[src/rtl/pipe_ctrl_pkg.sv]
// Shared types and constants for the pipeline hazard controller.
package pipe_ctrl_pkg;

  typedef enum logic {RUN = 1'b0, FLUSH = 1'b1} fsm_e;

  localparam int STG_PC     = 0;
  localparam int STG_IF     = 1;
  localparam int STG_ID     = 2;
  localparam int STG_EX     = 3;
  localparam int STG_MEM    = 4;
  localparam int STG_WB     = 5;
  localparam int NSTAGE_DEF = 6;

endpackage

[src/rtl/stall_mask_gen.sv]
// Thermometer stall mask: the highest requesting stage holds itself and everything upstream.
module stall_mask_gen #(
  parameter int N = 6
) (
  input  logic [N-1:0] req,
  output logic [N-1:0] mask
);

  for (genvar i = 0; i < N; i++) begin : g_fill
    assign mask[i] = |req[N-1:i];
  end

endmodule

[src/rtl/pipe_hazard_ctrl.sv]
// Pipeline controller: stall merge, exception/ERET flush sequencing, stall watchdog and perf counter.
module pipe_hazard_ctrl
  import pipe_ctrl_pkg::*;
#(
  parameter int NSTAGE    = NSTAGE_DEF,
  parameter int FLUSH_LEN = 1,
  parameter int TIMEOUT   = 1024,
  parameter int AW        = 32,
  parameter int CNT_W     = 32
) (
  input  logic              clk,
  input  logic              rst,
  input  logic [NSTAGE-1:0] stallreq_i,
  input  logic              excp_req_i,
  input  logic              excp_eret_i,
  input  logic [AW-1:0]     epc_i,
  input  logic [AW-1:0]     excp_vec_i,
  input  logic              cnt_clr_i,
  output logic [NSTAGE-1:0] stall_o,
  output logic              flush_o,
  output logic [AW-1:0]     new_pc_o,
  output logic              timeout_o,
  output logic [CNT_W-1:0]  stall_cnt_o
);

  localparam int FCW = (FLUSH_LEN > 1) ? $clog2(FLUSH_LEN) : 1;

  fsm_e              state;
  logic [FCW-1:0]    flush_cnt;
  logic [AW-1:0]     tgt;
  logic [NSTAGE-1:0] mask;
  logic              take;
  logic              stall_any;

  stall_mask_gen #(.N(NSTAGE)) u_mask (
    .req  (stallreq_i),
    .mask (mask)
  );

  // Flush and redirect must act in the commit cycle itself, so they are combinational.
  assign take      = (state == RUN) && excp_req_i;
  assign flush_o   = !rst && (take || (state == FLUSH));
  assign new_pc_o  = !flush_o          ? '0  :
                     (state == FLUSH)  ? tgt :
                     (excp_eret_i ? epc_i : excp_vec_i);
  assign stall_o   = (rst || flush_o) ? '0 : mask;
  assign stall_any = |stall_o;

  always_ff @(posedge clk) begin
    if (rst) begin
      state     <= RUN;
      flush_cnt <= '0;
      tgt       <= '0;
    end else begin
      case (state)
        RUN: if (excp_req_i) begin
          tgt <= excp_eret_i ? epc_i : excp_vec_i;
          if (FLUSH_LEN > 1) begin
            state     <= FLUSH;
            flush_cnt <= FCW'(FLUSH_LEN - 1);
          end
        end
        // Requests arriving mid-flush are dropped; the flush is already committed.
        FLUSH: begin
          if (flush_cnt == FCW'(1)) state <= RUN;
          else                      flush_cnt <= flush_cnt - 1'b1;
        end
        default: state <= RUN;
      endcase
    end
  end

  if (TIMEOUT == 0) begin : g_nowd
    assign timeout_o = 1'b0;
  end else begin : g_wd
    localparam int WDW = $clog2(TIMEOUT + 1);
    logic [WDW-1:0] wd_cnt;
    logic           to_q;

    always_ff @(posedge clk) begin
      if (rst) begin
        wd_cnt <= '0;
        to_q   <= 1'b0;
      end else if (!stall_any || flush_o) begin
        wd_cnt <= '0;
      end else begin
        if (wd_cnt == WDW'(TIMEOUT - 1)) to_q <= 1'b1;
        if (wd_cnt != WDW'(TIMEOUT))     wd_cnt <= wd_cnt + 1'b1;
      end
    end

    assign timeout_o = to_q;
  end

  always_ff @(posedge clk) begin
    if (rst || cnt_clr_i)                 stall_cnt_o <= '0;
    else if (stall_any && !(&stall_cnt_o)) stall_cnt_o <= stall_cnt_o + 1'b1;
  end

endmodule
[config.mk]
export PLATFORM = sky130hd
export DESIGN_NAME = pipe_hazard_ctrl
export DESIGN_NICKNAME = d
export VERILOG_FILES = /design/src/rtl/pipe_ctrl_pkg.sv /design/src/rtl/stall_mask_gen.sv /design/src/rtl/pipe_hazard_ctrl.sv
export SDC_FILE = /design/constraint.sdc
export NUM_CORES = 1
export LEC_CHECK = 0
export ABC_AREA = 1
export CAP_MARGIN = 30
export CORE_UTILIZATION = 52
export CTS_BUF_LIST = sky130_fd_sc_hd__clkbuf_4
export DETAILED_ROUTE_END_ITERATION = 7
export PLACE_DENSITY = 0.95
export SYNTH_ARGS = -nofsm -noshare
export SYNTH_HDL_FRONTEND = slang
export SYNTH_SLANG_ARGS = --single-unit
[constraint.sdc]
create_clock -name clk -period 4.6 [get_ports clk]
set_input_delay 1.15 -clock clk [delete_from_list [all_inputs] [get_ports clk]]
set_output_delay 1.15 -clock clk [all_outputs]
set_load 0.005 [all_outputs]
==> impl_metrics.tcl <==
set metrics [dict create \
    clkLatencyLatePin_ns 0.42 \
    synth_top_cell_by_area "dfxtp_1" \
    hp-class "flip-flop to flip-flop" \
    antenna_found_initial 0 \
    synth_common_cells "nand2_1, nor2_1, a21oi_1, dfxtp_1, o21ai_0" \
    synth_async_sr_flop_share_pct 0 \
    syn_area_mm2 0.00454 \
    worstMarginPinSlew_ns 0.796 \
    dp_worst_setup_slack_ns 0.324 \
    synth.yosys.seq_area_share_pct 34.4 \
    cts_buffers 9 \
    ys_types 35 \
    drcViolationCount 0 \
    start_util_pct 54.4 \
    fmax_ghz 0.234 \
    cts_resized 0 \
    syn_nets 738 \
    period_needed_ns 4.27 \
    cp_max_fo 11 \
    antennaDiodeCount 0 \
    clk_path_buf_depth 2 \
    finish.utilization_pct 74.7 \
    netlist_top_cells_area "dfxtp_1, nand2_1, a21oi_1" \
    ir_drop_v 0.000174 \
    cts.sinks 78 \
    syn_inst 660 \
    slew_headroom_pct 46.8 \
    wl_per_cell_um 14.8 \
    synth-edff-count 0 \
    setup_viol 0 \
    hold_viol_final 0 \
    tns_ns 0 \
    drt_pre_antenna_iters 5 \
    grt_max_degree 66 \
    skew_ns 0.0121 \
    status "finished clean" \
    critPathLaunchType "input pin" \
    drt_wl_total_mm 13.4 \
    drv_slew 0 \
    crit_arrival_ns 3.12 \
    setup_slack_ns 0.326 \
    synth.most_common_cell "nand2_1" \
    ys.flop_type "dfxtp_1" \
    drtAntennaViolNets 0 \
    max_cap_viol_count 0 \
    cts_tree "built" \
    portBuffers 146 \
    place.gp.congestion 0.920 \
    hpwl_mm 10.2 \
    grtUsageTotal_pct 30.3 \
    required_ns 3.45 \
    post-route-period-util_pct 92.9 \
    drive_gt1_share_pct 7.01 \
    synth.avg_cell_area_um2 6.87 \
    clk_root_buffer_cell "clkbuf_4" \
    hold_buffers 0 \
    synth_top_area_share_pct 34.4 \
    p_leak_nw 2.23 \
    row_count 33 \
    htree_levels 3 \
    grt_pass1_vias 4640 \
    fp.coreArea_mm2 0.00834 \
    path_clk_slew_ns 0.13 \
    die_x_um 95.4 \
    grt_overflow 0 \
    postLayoutCellArea_mm2 0.00623 \
    nets 872 \
    io_pins 147 \
    rsz0062_at_grt "no" \
    drtIter0Drc 293 \
    vias 5079 \
    critical_path_class "input pin to output pin" \
    die-area_mm2 0.00910 \
    crit_path_end_kind "output pin" \
    grt_first_pass_wirelength_mm 21.6 \
    place_area_mm2 0.00606 \
    synth-seq-cells 78 \
    vias_per_cell 5.62 \
    synthToLayoutAreaGrowth_pct 37.3 \
    fp.dieH_um 95.4 \
    powerDensity_mw_per_mm2 227 \
    post_cts_buffers 0 \
    ys_warn_count 0 \
]
## metrics by stage
| step | instances | hold WS (ns) | total power, mW |
|---|---|---|---|
| global route | 904 | 0.460 | 1.47 |
| floorplan | 660 | 0.399 | 0.822 |
| detailed placement | 888 | 0.428 | 0.949 |
| global placement | 887 | 0.410 | 0.937 |
| CTS | 904 | 0.447 | 1.42 |
| finish | 904 | 0.440 | 1.41 |
## where the power goes
group / internal [mW] / switching [mW] / total (mW)
clock network: 0.221 / 0.254 / 0.475
registers: 0.698 / 0.0123 / 0.711
logic: 0.124 / 0.103 / 0.227
total: 1.04 / 0.369 / 1.41
## critical path, cell delays in order
cell and delay, ns:
clkdlybuf4s50_1 0.48, nor3_1 0.46, nand2_1 0.40, inv_2 0.13
clkdlybuf4s50_1 0.50
## per-layer routing
layer / GRT usage, % / up-vias / wire [um]
met5: 0 / - / 0
met4: 9.83 / 0 / 265
met3: 6.06 / 25 / 1000
met2: 54.8 / 234 / 6880
met1: 35.6 / 2357 / 5260
li1: - / 2463 / -
## final cells by class
type	instances	area (um2)
multi-input combinational	515	2690
fill	623	2110
sequential	78	1560
timing repair buffer	154	1540
inverter	36	138
tap	105	131
clock inverter	7	96.3
clock buffer	9	67.6
## layout by cell type (no fill, tap or decap), types with 2 or more instances in the layout
master           synthesis  final
nand4_1                  9      9
a21oi_2                 18     18
clkinvlp_4               0      3
buf_12                   0      2
nand3b_1                 2      2
inv_1                   32     32
nand3_1                 23     23
nor2_4                   2      3
nor2_1                  86     85
nor3_1                   8      8
inv_2                    2      2
clkbuf_4                 0      9
o21ai_1                  8      8
a21oi_1                 78     78
mux2i_1                 32     32
nand2_1                155    155
buf_4                    0      6
clkdlybuf4s50_1          0    145
nand2_4                  2      2
xor2_1                  14     14
bufinv_16                0      2
xnor2_1                  6      6
dfxtp_1                 78     78
o21ai_0                 60     60
ha_1                     3      3
## state kept, by name (all words and copies together) (netlist names)
name and flops:
flush_cnt 1, g_wd.wd_cnt 11, stall_cnt_o 32, state 1, tgt 32, timeout_o 1
## logic make-up (layout without fill, tap and decap cells)
kind of cell / after synthesis / in the layout / synth area share [%]
simple gates: 294 / 294 / 27.5
compound gates: 166 / 166 / 19.9
fa+ha+maj: 3 / 3 / 0.827
mux: 32 / 32 / 7.06
xor+xnor: 20 / 20 / 3.86
flops: 78 / 78 / 34.4
buf+inv: 67 / 206 / 6.43
## path summary, 6_finish.rpt
kind / startpoint / endpoint / slack (ns) / cells after the start
worst max register to register: state / stall_cnt_o[10] / 2.19 / 8
worst max-delay path: rst / stall_o[0] / 0.33 / 5
worst min-delay path: flush_cnt / state / 0.44 / 1
worst min register to register: flush_cnt / state / 0.44 / 1
Power figures use the tool's default switching activity.
